## config.mk

```make
export PLATFORM = sky130hd
export DESIGN_NAME = if_neuron_layer
export DESIGN_NICKNAME = d
export VERILOG_FILES = /design/src/rtl/if_neuron_layer.sv
export SDC_FILE = /design/constraint.sdc
export NUM_CORES = 1
export LEC_CHECK = 0
export BUFFER_PORTS_ARGS = -buffer_cell sky130_fd_sc_hd__buf_2
export CAP_MARGIN = 20
export CORE_ASPECT_RATIO = 1.1
export CORE_MARGIN = 4
export CORE_UTILIZATION = 45
export CTS_CLUSTER_DIAMETER = 60
export CTS_CLUSTER_SIZE = 28
export DETAILED_ROUTE_END_ITERATION = 16
export HOLD_SLACK_MARGIN = 0.12
export SLEW_MARGIN = 20
export SYNTH_ARGS = -nofsm -noshare
export SYNTH_HDL_FRONTEND = slang
export SYNTH_SLANG_ARGS = --single-unit
```

## constraint.sdc

```tcl
create_clock -name clk -period 9.8 [get_ports clk]
set_input_delay 1.47 -clock clk [delete_from_list [all_inputs] [get_ports clk]]
set_output_delay 1.47 -clock clk [all_outputs]
set_load 0.02 [all_outputs]
```

## src/rtl/if_neuron_layer.sv

```systemverilog
// if_neuron_layer: a layer of NUM_OUTPUTS integrate-and-fire neurons.
// Each neuron sums the signed weights of the active input spikes into its
// membrane potential. When the potential reaches THRESH the neuron fires,
// clears its potential, and is then refractory for REFRAC enabled steps.
//
// Ports:
//   clk        rising-edge clock
//   rst        synchronous active-high reset
//   step_en    time-step enable; state advances only when 1
//   spike_in   [NUM_INPUTS]  input spikes for this step
//   weights    [NUM_INPUTS*NUM_OUTPUTS*WEIGHT_W] signed weights,
//              w[i][j] at (j*NUM_INPUTS+i)*WEIGHT_W
//   neuron_rst [NUM_OUTPUTS] per-neuron reset from the layer controller
//   spike_out  [NUM_OUTPUTS] registered one-step fire pulse
//   potential  [NUM_OUTPUTS*POT_W] registered potentials, neuron j at j*POT_W

// One neuron. Its weight bus holds w[0..NUM_INPUTS-1] for this neuron only.
module if_neuron #(
  parameter int NUM_INPUTS = 4,
  parameter int REFRAC     = 5,
  parameter int WEIGHT_W   = 8,
  parameter int POT_W      = 16,
  parameter int THRESH     = 64
) (
  input  logic                           clk,
  input  logic                           rst,
  input  logic                           step_en,
  input  logic [NUM_INPUTS-1:0]          spike_in,
  input  logic [NUM_INPUTS*WEIGHT_W-1:0] w,
  input  logic                           neuron_rst,
  output logic                           spike,
  output logic [POT_W-1:0]               v
);
  // Wide enough that the sum of the old potential and every weight cannot
  // overflow before saturation.
  localparam int SW = POT_W + $clog2(NUM_INPUTS) + 1;
  localparam int RW = (REFRAC > 0) ? $clog2(REFRAC + 1) : 1;

  localparam logic signed [SW-1:0] SAT_MAX =
    {{(SW-POT_W+1){1'b0}}, {(POT_W-1){1'b1}}};
  localparam logic signed [SW-1:0] SAT_MIN =
    {{(SW-POT_W+1){1'b1}}, {(POT_W-1){1'b0}}};
  localparam logic signed [POT_W-1:0] THRESH_V = POT_W'(THRESH);
  localparam logic [RW-1:0]           REFRAC_V = RW'(REFRAC);

  logic [RW-1:0]           r;
  logic signed [SW-1:0]    sum;
  logic signed [POT_W-1:0] sat;
  logic                    fire;

  always_comb begin
    sum = {{(SW-POT_W){v[POT_W-1]}}, v};
    for (int i = 0; i < NUM_INPUTS; i++) begin
      if (spike_in[i])
        sum = sum + {{(SW-WEIGHT_W){w[i*WEIGHT_W+WEIGHT_W-1]}},
                     w[i*WEIGHT_W +: WEIGHT_W]};
    end
    if (sum > SAT_MAX)      sat = SAT_MAX[POT_W-1:0];
    else if (sum < SAT_MIN) sat = SAT_MIN[POT_W-1:0];
    else                    sat = sum[POT_W-1:0];
    fire = (sat >= THRESH_V);
  end

  always_ff @(posedge clk) begin
    if (rst) begin
      v     <= '0;
      r     <= '0;
      spike <= 1'b0;
    end else if (!step_en) begin
      // Frozen step: state holds, the pulse is not stretched.
      spike <= 1'b0;
    end else if (neuron_rst) begin
      v     <= '0;
      r     <= REFRAC_V;
      spike <= 1'b0;
    end else if (r != '0) begin
      v     <= '0;
      r     <= r - RW'(1);
      spike <= 1'b0;
    end else if (fire) begin
      v     <= '0;
      r     <= REFRAC_V;
      spike <= 1'b1;
    end else begin
      v     <= sat;
      spike <= 1'b0;
    end
  end
endmodule

module if_neuron_layer #(
  parameter int NUM_INPUTS  = 4,
  parameter int NUM_OUTPUTS = 1,
  parameter int REFRAC      = 5,
  parameter int WEIGHT_W    = 8,
  parameter int POT_W       = 16,
  parameter int THRESH      = 64
) (
  input  logic                                       clk,
  input  logic                                       rst,
  input  logic                                       step_en,
  input  logic [NUM_INPUTS-1:0]                      spike_in,
  input  logic [NUM_INPUTS*NUM_OUTPUTS*WEIGHT_W-1:0] weights,
  input  logic [NUM_OUTPUTS-1:0]                     neuron_rst,
  output logic [NUM_OUTPUTS-1:0]                     spike_out,
  output logic [NUM_OUTPUTS*POT_W-1:0]               potential
);
  localparam int WB = NUM_INPUTS * WEIGHT_W;

  for (genvar j = 0; j < NUM_OUTPUTS; j++) begin : g_neuron
    if_neuron #(
      .NUM_INPUTS(NUM_INPUTS), .REFRAC(REFRAC), .WEIGHT_W(WEIGHT_W),
      .POT_W(POT_W), .THRESH(THRESH)
    ) u_neuron (
      .clk        (clk),
      .rst        (rst),
      .step_en    (step_en),
      .spike_in   (spike_in),
      .w          (weights[j*WB +: WB]),
      .neuron_rst (neuron_rst[j]),
      .spike      (spike_out[j]),
      .v          (potential[j*POT_W +: POT_W])
    );
  end
endmodule

```

* Word-level counts from Yosys, hierarchy flattened
Cells that the tools add are included.
Word-level totals: bits of input ports 40, output and inout bits 17, register bits after elaboration 20
Operators by class: reductions and logical operators 4, multiplexer cells 13, $lt $le $gt $ge 3, bitwise logic cells 1, add/sub/neg operators 5
Operator list (number):
- 16-bit two-way mux | 5
- 19-bit two-way mux | 4
- 19-bit adder | 3
- 19-bit by 16-bit > comparator with 1-bit output, second input constant | 1
- 19-bit by 16-bit less-than comparator with 1-bit output, second input constant | 1
- 16-bit by 8-bit adder with 17-bit output | 1
- 16-bit by 8-bit >= comparator with 1-bit output, second input constant | 1
- 3-bit two-way mux | 3
- 3-bit nonzero test | 2
- 4-bit OR reduction | 1
- 3-bit by 1-bit subtractor with 3-bit output, second input constant | 1
- 2-bit AND reduction | 1
- 1-bit two-way mux | 1
- 1-bit NOT | 1

* Depth between registers and ports, before layout
Gate-level depths: netlist of run 1.
depth in word-level cells 15, depth in mapped cells 38, depth with buffers taken out 35

* Worst setup path after synthesis of run 1
OpenSTA, ideal clock, no wires.
path kind input to register, start point input weights[0], end point register g_neuron[0].u_neuron.v[12], stages on the path 36, required time 9683 ps, arrival 8248 ps, setup time 117 ps, slack 1434 ps, cell sequence ha_1 -> inv_1 -> fa_1 -> nand2b_1 -> a211o_1 -> and2_4 -> o21ai_4 -> xor2_1 -> mux2_2 -> ha_1 -> and3_1 -> a221o_1 -> a21o_1 -> o31ai_1 -> xor2_1 -> a21oi_1 -> ha_1 -> clkbuf_1 -> nand3_1 -> a2bb2oi_1 -> nand2b_1 -> a221oi_1 -> o31ai_1 -> xor2_1 -> mux2_2 -> ha_1 -> o21ai_0 -> nor2_1 -> a211oi_1 -> xnor2_1 -> nand2_1 -> xnor2_2 -> a41o_2 -> nor2b_4 -> buf_6 -> a32o_1
On the way: cells in the longest elaborated chain, start to end 15, elaborated cells on any way between the ends 16
Ends and longest elaborated chain:
- start, declared | line 103 | input logic [NUM_INPUTS*NUM_OUTPUTS*WEIGHT_W-1:0] weights,
- 16-bit by 8-bit adder with 17-bit output (*) | line 55 | sum = sum + {{(SW-WEIGHT_W){w[i*WEIGHT_W+WEIGHT_W-1]}},
- 19-bit two-way mux (*) | line 54 | if (spike_in[i])
- 19-bit adder | line 55
- 19-bit two-way mux (*) | line 54
- 19-bit adder | line 55
- 19-bit two-way mux (*) | line 54
- 19-bit adder | line 55
- 19-bit two-way mux (*) | line 54
- 19-bit by 16-bit less-than comparator with 1-bit output | line 59 | else if (sum < SAT_MIN) sat = SAT_MIN[POT_W-1:0];
- 16-bit two-way mux | line 59
- 16-bit two-way mux (*) | line 58 | if (sum > SAT_MAX) sat = SAT_MAX[POT_W-1:0];
- 16-bit by 8-bit >= comparator with 1-bit output | line 61 | fire = (sat >= THRESH_V);
- 16-bit two-way mux (*) | line 80 | end else if (fire) begin
- 16-bit two-way mux (*) | line 76 | end else if (r != '0) begin
- 16-bit two-way mux (*) | line 72 | end else if (neuron_rst) begin
- end signal, assigned | line 85 | v <= sat;
- end, declared | line 32 | output logic [POT_W-1:0] v
Every way passes the cells marked *; elsewhere a longest branch is shown, timed or not. A chain may end at the register's enable or synchronous reset.

* Final worst setup path of run 1
start point input weights[7], end point register g_neuron[0].u_neuron.v[13]
The elaborated chain is that of the path after synthesis.

==> results of run 1 <==
==> layer usage <==
layer  up-vias  track usage (%)  share of wire (%)
li1       2933                -                  -
met4         0             2.70               0.36
met5         -                0                  0
met1      2708             31.5                 47
met2       158             39.5                 48
met3         6             1.07                4.5
==> report_power, final <==
part           total (mW)  switching [mW]  internal (mW)
logic               0.993           0.586          0.407
clock network      0.0803          0.0267         0.0537
registers           0.101          0.0112         0.0893
==> worst register-to-register path: cells and delay by family (launching register included) <==
family	cells	cell delay (ns)
AO/OA/AOI/OAI	14	3.51
adder cells (fa/ha/maj)	5	1.75
AND/OR/NAND/NOR	5	0.97
XOR/XNOR	5	0.97
multiplexers	2	0.58
flip-flops	1	0.38
buffers and inverters	1	0.07
==> final timing paths <==
| check | start | end | slack [ns] | depth (start not counted) |
|---|---|---|---|---|
| max | weights[7] | g_neuron[0].u_neuron.v[13] | 0.56 | 32 |
| min | g_neuron[0].u_neuron.r[2] | g_neuron[0].u_neuron.r[1] | 0.51 | 2 |
| max reg2reg | g_neuron[0].u_neuron.v[0] | g_neuron[0].u_neuron.v[13] | 1.47 | 32 |
| min reg2reg | g_neuron[0].u_neuron.r[2] | g_neuron[0].u_neuron.r[1] | 0.51 | 2 |
==> layout make-up <==
class                   instances  area, µm²  share of cell area (%)
multi-input cells             678       4900                    82.1
flip-flops and latches         20        400                    6.72
repair buffers                 58        295                    4.95
well taps                     154        193                    3.23
inverters                      27        101                    1.70
clock buffers                   3       75.1                    1.26
==> cell families (layout without fill, tap and decap cells) <==
family,Yosys count,in the layout,share of synthesized area [%]
buffers and inverters,52,88,4.01
xor gates and xnor gates,50,50,8.21
DFF,20,20,7.25
AOI/OAI and AO/OA,268,268,33.3
muxes,35,35,7.21
adders and majority gates,74,74,17.3
and+or+nand+nor,251,251,22.7
==> state kept, by name (all words and copies together), names as in the netlist <==
signal and cells:
g_neuron.u_neuron.r 3, g_neuron.u_neuron.spike 1, g_neuron.u_neuron.v 16
==> stage by stage <==
| stage | instance area, µm² | instances | hold WS (ns) |
|---|---|---|---|
| after floorplan | 5520 | 750 | 0.456 |
| after global placement | 5890 | 937 | 0.481 |
| after detailed placement | 5890 | 937 | 0.486 |
| after global routing | 5960 | 940 | 0.523 |
| final | 5960 | 940 | 0.506 |
| after CTS | 5960 | 940 | 0.499 |
==> cells in the final DEF, fill, tap and decap left out, drive strengths merged, types with 4 or more instances in the layout <==
master | synthesis | final
o21ai | 60 | 60
a22o | 9 | 9
mux2 | 26 | 26
nor2 | 68 | 68
o211ai | 10 | 10
a41oi | 4 | 4
or3 | 6 | 6
nand2 | 67 | 67
a221oi | 6 | 6
nor3 | 16 | 16
a31oi | 7 | 7
ha | 70 | 70
o2111ai | 4 | 4
xor2 | 21 | 21
nand4 | 8 | 8
a21oi | 75 | 75
and2 | 8 | 8
nand2b | 7 | 7
mux2i | 9 | 9
nor2b | 10 | 10
a211oi | 16 | 16
and3 | 17 | 17
dfxtp | 20 | 20
o31ai | 8 | 8
inv | 25 | 25
nand3 | 20 | 20
a21o | 18 | 18
a21boi | 4 | 4
fa | 4 | 4
or2 | 5 | 5
buf | 9 | 58
xnor2 | 29 | 29
==> run_results.csv, run 1 <==
group,metric,value,unit
route,via_per_inst,6.18,
critical_path,start_kind,"input pin",
clocking,hold_buffers,0,
synth,synth-edff-count,0,
critical_path,worst-setup-path-type,"in2reg",
clocking,cts_resized,0,
synth,yosysMostFrequentCell,"a21oi_1",
power_and_ir_drop,finalPower,1.17,mW
outcome,status,"complete, no violations",
synth,ys_top_cells_by_count,"74 x a21oi_1, 70 x ha_1, 68 x nor2_1, 67 x nand2_1, 47 x o21ai_0",
synth,synthFlopType,"dfxtp_1",
floorplan,core-area,0.0120,mm²
sta,clock_skew,0.00152,ns
sta,worst_pin_slew,0.875,ns
power_and_ir_drop,vdd_drop_max,107,µV
clocking,tritoncts,"done",
floorplan,dieArea,0.0141,mm²
sta,setup_violations,0,
floorplan,initial_core_util,45.9,%
placement,io_buffers,56,
global_routing,grt_max_degree,33,
route,drt_iter0_markers,533,
synth,synthArstFlopShare,0,%
critical_path,cpLargestDelayFamily,"compound AO/OA/AOI/OAI gates",
sta,final-hold-violation-count,0,
critical_path,cp_slowest_cell,"a311oi_1",
critical_path,slowest_delay,0.58,ns
synth,syn-num-nets,864,
job,drv_cap,0,
sta,fmaxAchievable,0.108,GHz
global_routing,grt-ovfl-total,0,
synth,yosysWarnings,0,
synth,yosys.area.top_type,"ha_1",
route,dr.pass1.iters,5,
sta,fin_setup_tns,0,ns
sta,fin_crit_sh,94.3,%
clocking,clock_latency,0.24,ns
global_routing,grt_first_pass_wirelength,26400,µm
synth,syn_inst,750,
finish,fin_nets,902,
global_routing,grt_pass1_vias,5395,
clocking,cts_buffers,3,
synth,ys_types,91,
finish,drive_gt1_share,15.1,%
synth,syn_area,0.00552,mm²
sta,rsz0062_at_grt,"false",
route,drcViolationCount,0,
clocking,cts_sinks,20,
finish,diodes,0,
route,routed_wl,16400,µm
critical_path,cp_data_arrival_time,9.38,ns
synth,synth-seq-cells,20,
hold_path,hp-class,"reg2reg",
floorplan,die_w,114,µm
critical_path,crit_buf_inv,3,
placement,place_ws,0.394,ns
floorplan,die_y,124,µm
sta,period_minus_slack,9.24,ns
placement,routabilityCongestion,0.967,
sta,final_max_slew_viol_count,0,
critical_path,required,9.94,ns
floorplan,ios,57,
critical_path,crit_fanout,9,
finish,area_growth,8.03,%
power_and_ir_drop,power_leakage,2.63,nW
synth,synth_top_area_share,15.9,%
finish,final_util,49.5,%
clocking,ctsLongestPathBuffers,2,
route,vias,5805,
synth,ys_seq_area_share,7.25,%
finish,num-fill-cells,1184,
placement,dpl.hpwl,13600,µm
clocking,cts_root_buf,"clkbuf_16",
synth,avgSynthCellArea,7.36,µm²
clocking,cts.clk_slew.worst_paths,0.05,ns
clocking,ctsHtreeMaxLevel,1,
global_routing,track_usage,22.5,%
sta,slew_headroom,41.4,%
sta,worst_slack,0.558,ns
route,wire_per_inst,17.4,µm
global_routing,antenna_found_initial,0,
floorplan,num_rows,42,
synth,synth.area.top_cells,"ha_1 16%, dfxtp_1 7.3%, a21oi_1 6.7%, mux2_2 4.7%, nor2_1 4.6%",
clocking,cts_setup_buffers,0,
power_and_ir_drop,power.density,197,mW/mm²
critical_path,endpoint_kind,"flop",
route,ant_nets,0,
Power figures use the tool's default switching activity.
==> run 2: changes to the inputs <==
BUFFER_PORTS_ARGS = -buffer_cell sky130_fd_sc_hd__buf_4   (was -buffer_cell sky130_fd_sc_hd__buf_2)
==> run_results.csv, run 2 (synthesis gave the netlist of run 1 again) <==
group,metric,value,unit
outcome,status,"complete, no violations",
clocking,tritoncts,"done",
sta,fin_setup_tns,0,ns
critical_path,slowest_delay,0.43,ns
floorplan,initial_core_util,45.9,%
global_routing,grt-ovfl-total,0,
job,drv_cap,0,
global_routing,grt_pass1_vias,5462,
finish,diodes,0,
global_routing,antenna_found_initial,0,
critical_path,cp_slowest_cell,"a222oi_1",
critical_path,crit-reg2reg-launch,"g_neuron[0].u_neuron.v[0]",
critical_path,cp_data_arrival_time,9.24,ns
clocking,ctsHtreeMaxLevel,1,
finish,area_growth,10.3,%
sta,whs,0.505,ns
sta,slew_headroom,39.2,%
route,ant_nets,0,
floorplan,core-area,0.0120,mm²
power_and_ir_drop,finalPower,1.19,mW
critical_path,start_kind,"input pin",
critical_path,worst-setup-path-type,"in2reg",
clocking,cts_setup_buffers,0,
clocking,cts.clk_slew.worst_paths,0.05,ns
placement,place_ws,0.598,ns
clocking,cts_buffers,3,
finish,final_common_cell,"a21oi_1",
critical_path,endpoint_kind,"flop",
hold_path,hp-class,"reg2reg",
route,via_per_inst,6.25,
finish,num-fill-cells,1242,
clocking,hold_buffers,0,
global_routing,grt_first_pass_wirelength,26800,µm
finish,reg.largest.list,"g_neuron.u_neuron.v: 16 flops, g_neuron.u_neuron.r: 3 flops, g_neuron.u_neuron.spike: 1 flops",
clocking,ctsLongestPathBuffers,2,
global_routing,track_usage,22.9,%
route,routed_wl,16900,µm
route,wire_per_inst,18.1,µm
global_routing,grt_max_degree,33,
sta,worst_pin_slew,0.909,ns
route,vias,5858,
critical_path,crit_top_cell,"ha_1",
clocking,clock_latency,0.25,ns
critical_path,required,9.99,ns
floorplan,num_rows,42,
finish,regMostFlops,"g_neuron.u_neuron.v",
critical_path,crit_fanout,11,
floorplan,die_y,124,µm
finish,drive_gt1_share,14.9,%
floorplan,ios,57,
clocking,cts_resized,0,
finish,largest_reg_flops,16,
finish,final_cells,938,
placement,dpl.cell_count,935,
sta,clock_skew,0.00148,ns
sta,rsz0062_at_grt,"false",
critical_path,crit_start,"weights[0]",
route,drcViolationCount,0,
hold_path,hold_start,"g_neuron[0].u_neuron.r[2]",
finish,fin_nets,900,
power_and_ir_drop,vdd_drop_max,116,µV
sta,final-hold-violation-count,0,
sta,fin_crit_sh,92.4,%
placement,routabilityCongestion,0.996,
sta,setup_violations,0,
sta,worst_slack,0.746,ns
clocking,cts_root_buf,"clkbuf_16",
sta,fmaxAchievable,0.110,GHz
power_and_ir_drop,power.density,195,mW/mm²
placement,io_buffers,56,
route,drt_iter0_markers,584,
floorplan,dieArea,0.0141,mm²
power_and_ir_drop,power_leakage,2.66,nW
clocking,cts_sinks,20,
sta,period_minus_slack,9.05,ns
sta,final_max_slew_viol_count,0,
route,dr.pass1.iters,5,
floorplan,die_w,114,µm
finish,layout_common_cells,"74 x a21oi_1, 70 x ha_1, 68 x nor2_1",
placement,dpl.hpwl,14000,µm
-- run 2: layout make-up --
cell class	instances	area (µm²)	area share, %
Clock buffer	3	75.1	1.23
Inverter	27	101	1.66
Sequential cell	20	400	6.58
Multi-Input combinational cell	678	4900	80.5
Timing Repair Buffer	56	420	6.91
Tap cell	154	193	3.17
-- run 2: worst paths after layout --
path,slack (ns),end,cells after the start
min reg2reg,0.51,g_neuron[0].u_neuron.r[1],2
max reg2reg,1.62,g_neuron[0].u_neuron.v[14],33
min,0.51,g_neuron[0].u_neuron.r[1],2
max,0.75,g_neuron[0].u_neuron.v[14],34
-- run 2: power by group --
part	leakage (nW)	switching, mW	internal [mW]
Sequential	0.162	0.0112	0.0892
Combinational	2.46	0.591	0.415
Clock	0.0370	0.0284	0.0537
Total	2.66	0.630	0.557
-- run 2: worst max-delay path, delay by kind of cell --
kind / cells / cell delay, ns
XOR/XNOR: 3 / 0.37
AND/OR/NAND/NOR: 6 / 1.13
AO/OA/AOI/OAI: 15 / 3.72
buffers and inverters: 2 / 0.15
multiplexers: 3 / 0.69
adder cells (fa/ha/maj): 5 / 1.69
-- run 2: per-stage QoR --
step,utilization [%],area (µm²)
after floorplan,-,5520
after global placement,50.0,6010
after detailed placement,50.0,6010
after CTS,50.6,6090
after global routing,50.6,6090
final,50.6,6090
-- run 2: metal layers --
layer  part of all wire [%]  global-route usage, %  vias to the layer above
li1                       -                      -                     2942
met1                     47                   31.5                     2769
met2                     48                   40.4                      137
met3                    3.4                   1.21                       10
met4                   0.80                   3.08                        0
met5                      0                      0                        -
==> run 3: changes to the inputs <==
PLACE_DENSITY_LB_ADDON = 0.08   (was unset)
==> run_results.csv, run 3 (synthesis gave the netlist of run 1 again) <==
group,metric,value,unit
outcome,status,"complete, no violations",
sta,fmaxAchievable,0.108,GHz
power_and_ir_drop,vdd_drop_max,115,µV
floorplan,dieArea,0.0141,mm²
floorplan,core-area,0.0120,mm²
critical_path,crit_fanout,11,
clocking,hold_buffers,0,
clocking,ctsLongestPathBuffers,2,
power_and_ir_drop,power_leakage,2.67,nW
critical_path,crit_top_cell,"ha_1",
finish,area_growth,10.9,%
critical_path,cpLargestDelayFamily,"compound AO/OA/AOI/OAI gates",
hold_path,hp-class,"reg2reg",
finish,drive_gt1_share,15.5,%
clocking,ctsHtreeMaxLevel,1,
floorplan,num_rows,42,
floorplan,die_y,124,µm
placement,io_buffers,56,
sta,setup_violations,0,
finish,regMostFlops,"g_neuron.u_neuron.v",
clocking,clock_latency,0.25,ns
power_and_ir_drop,power.density,198,mW/mm²
finish,largest_reg_flops,16,
critical_path,start_kind,"input pin",
global_routing,grt-ovfl-total,0,
clocking,cts_setup_buffers,0,
critical_path,cp_slowest_cell,"fa_1",
critical_path,endpoint_kind,"flop",
critical_path,r2r_cells,34,
placement,routabilityCongestion,0.862,
placement,dpl.hpwl,13900,µm
route,via_per_inst,6.22,
finish,diodes,0,
route,vias,5837,
finish,fin_nets,901,
finish,layout_common_cells,"73 x a21oi_1, 70 x ha_1, 68 x nor2_1",
sta,final_max_slew_viol_count,0,
global_routing,antenna_found_initial,0,
clocking,cts.clk_slew.worst_paths,0.06,ns
sta,slew_headroom,31.5,%
sta,final-hold-violation-count,0,
finish,reg.largest.list,"g_neuron.u_neuron.v: 16 flops, g_neuron.u_neuron.r: 3 flops, g_neuron.u_neuron.spike: 1 flops",
critical_path,crit_buf_inv,2,
route,drt_iter0_markers,434,
global_routing,grt_first_pass_wirelength,26600,µm
critical_path,required,9.99,ns
critical_path,path_depth,35,
floorplan,ios,57,
clocking,tritoncts,"done",
critical_path,slowest_delay,0.39,ns
hold_path,min_path_cells,2,
critical_path,worst-setup-path-type,"in2reg",
global_routing,grt_pass1_vias,5346,
global_routing,track_usage,22.9,%
sta,period_minus_slack,9.25,ns
route,dr.pass1.iters,5,
floorplan,initial_core_util,45.9,%
sta,fin_setup_tns,0,ns
clocking,cts_sinks,20,
sta,clock_skew,0.00299,ns
sta,worst_pin_slew,1.02,ns
sta,fin_crit_sh,94.4,%
finish,final_common_cell,"a21oi_1",
sta,whs,0.503,ns
route,routed_wl,16800,µm
route,drcViolationCount,0,
sta,rsz0062_at_grt,"false",
job,drv_cap,0,
route,ant_nets,0,
global_routing,grt_max_degree,33,
floorplan,die_w,114,µm
clocking,cts_buffers,3,
route,wire_per_inst,17.9,µm
clocking,cts_root_buf,"clkbuf_16",
critical_path,cp_data_arrival_time,9.44,ns
==> run 3: final timing paths <==
kind,from,end,slack (ns)
setup / recovery,weights[0],g_neuron[0].u_neuron.v[14],0.55
hold reg to reg,g_neuron[0].u_neuron.r[2],g_neuron[0].u_neuron.r[1],0.50
hold / removal,g_neuron[0].u_neuron.r[2],g_neuron[0].u_neuron.r[1],0.50
setup reg to reg,g_neuron[0].u_neuron.v[0],g_neuron[0].u_neuron.v[14],1.43
==> run 3: power by group <==
| part | internal (mW) | switching (mW) | leakage (nW) |
|---|---|---|---|
| Clock | 0.0538 | 0.0298 | 0.0370 |
| Combinational | 0.422 | 0.607 | 2.47 |
| Sequential | 0.0892 | 0.0101 | 0.162 |
| Total | 0.565 | 0.647 | 2.67 |
==> run 3: final cells by class <==
class | count | area, µm²
fill | 1193 | 5910
timing repair buffer | 57 | 428
sequential | 20 | 400
clock buffer | 3 | 75.1
multi-input combinational | 678 | 4920
tap | 154 | 193
inverter | 27 | 101
==> run 3: worst reg2reg max path: cells and delay by family (launching register included) <==
| kind | cells | cell delay, ns |
|---|---|---|
| buffers and inverters | 1 | 0.07 |
| DFF | 1 | 0.38 |
| xor gates and xnor gates | 5 | 0.93 |
| AOI/OAI and AO/OA | 13 | 3.31 |
| and+or+nand+nor | 8 | 1.37 |
| adders and majority gates | 5 | 1.66 |
| muxes | 2 | 0.56 |
==> run 3: what timing repair did <==
| item | 4_1_cts | 5_1_grt |
|---|---|---|
| endpoints found under the setup margin | 0 | 16 |
| endpoints found under the hold margin | 0 | 0 |
| resized for setup | 0 | 5 |
==> run 3: metal layers <==
layer  wire length [µm]  up-vias  GRT usage, %
met3                698       25          1.17
met4                404        0          7.29
met5                  0        -             0
met1               7760     2714          31.4
met2               7930      174          38.6
li1                   -     2924             -
==> run 3: stage by stage <==
step | util [%] | power, mW | instance area (µm²) | cells | setup slack (ns)
floorplan | - | 0.879 | 5520 | 750 | 1.43
global placement | 50.0 | 1.09 | 6020 | 936 | 0.189
detailed placement | 50.0 | 1.10 | 6020 | 936 | -0.0495
CTS | 50.6 | 1.19 | 6090 | 939 | 0.226
global route | 50.9 | 1.32 | 6120 | 939 | 0.0160
finish | 50.9 | 1.21 | 6120 | 939 | 0.552
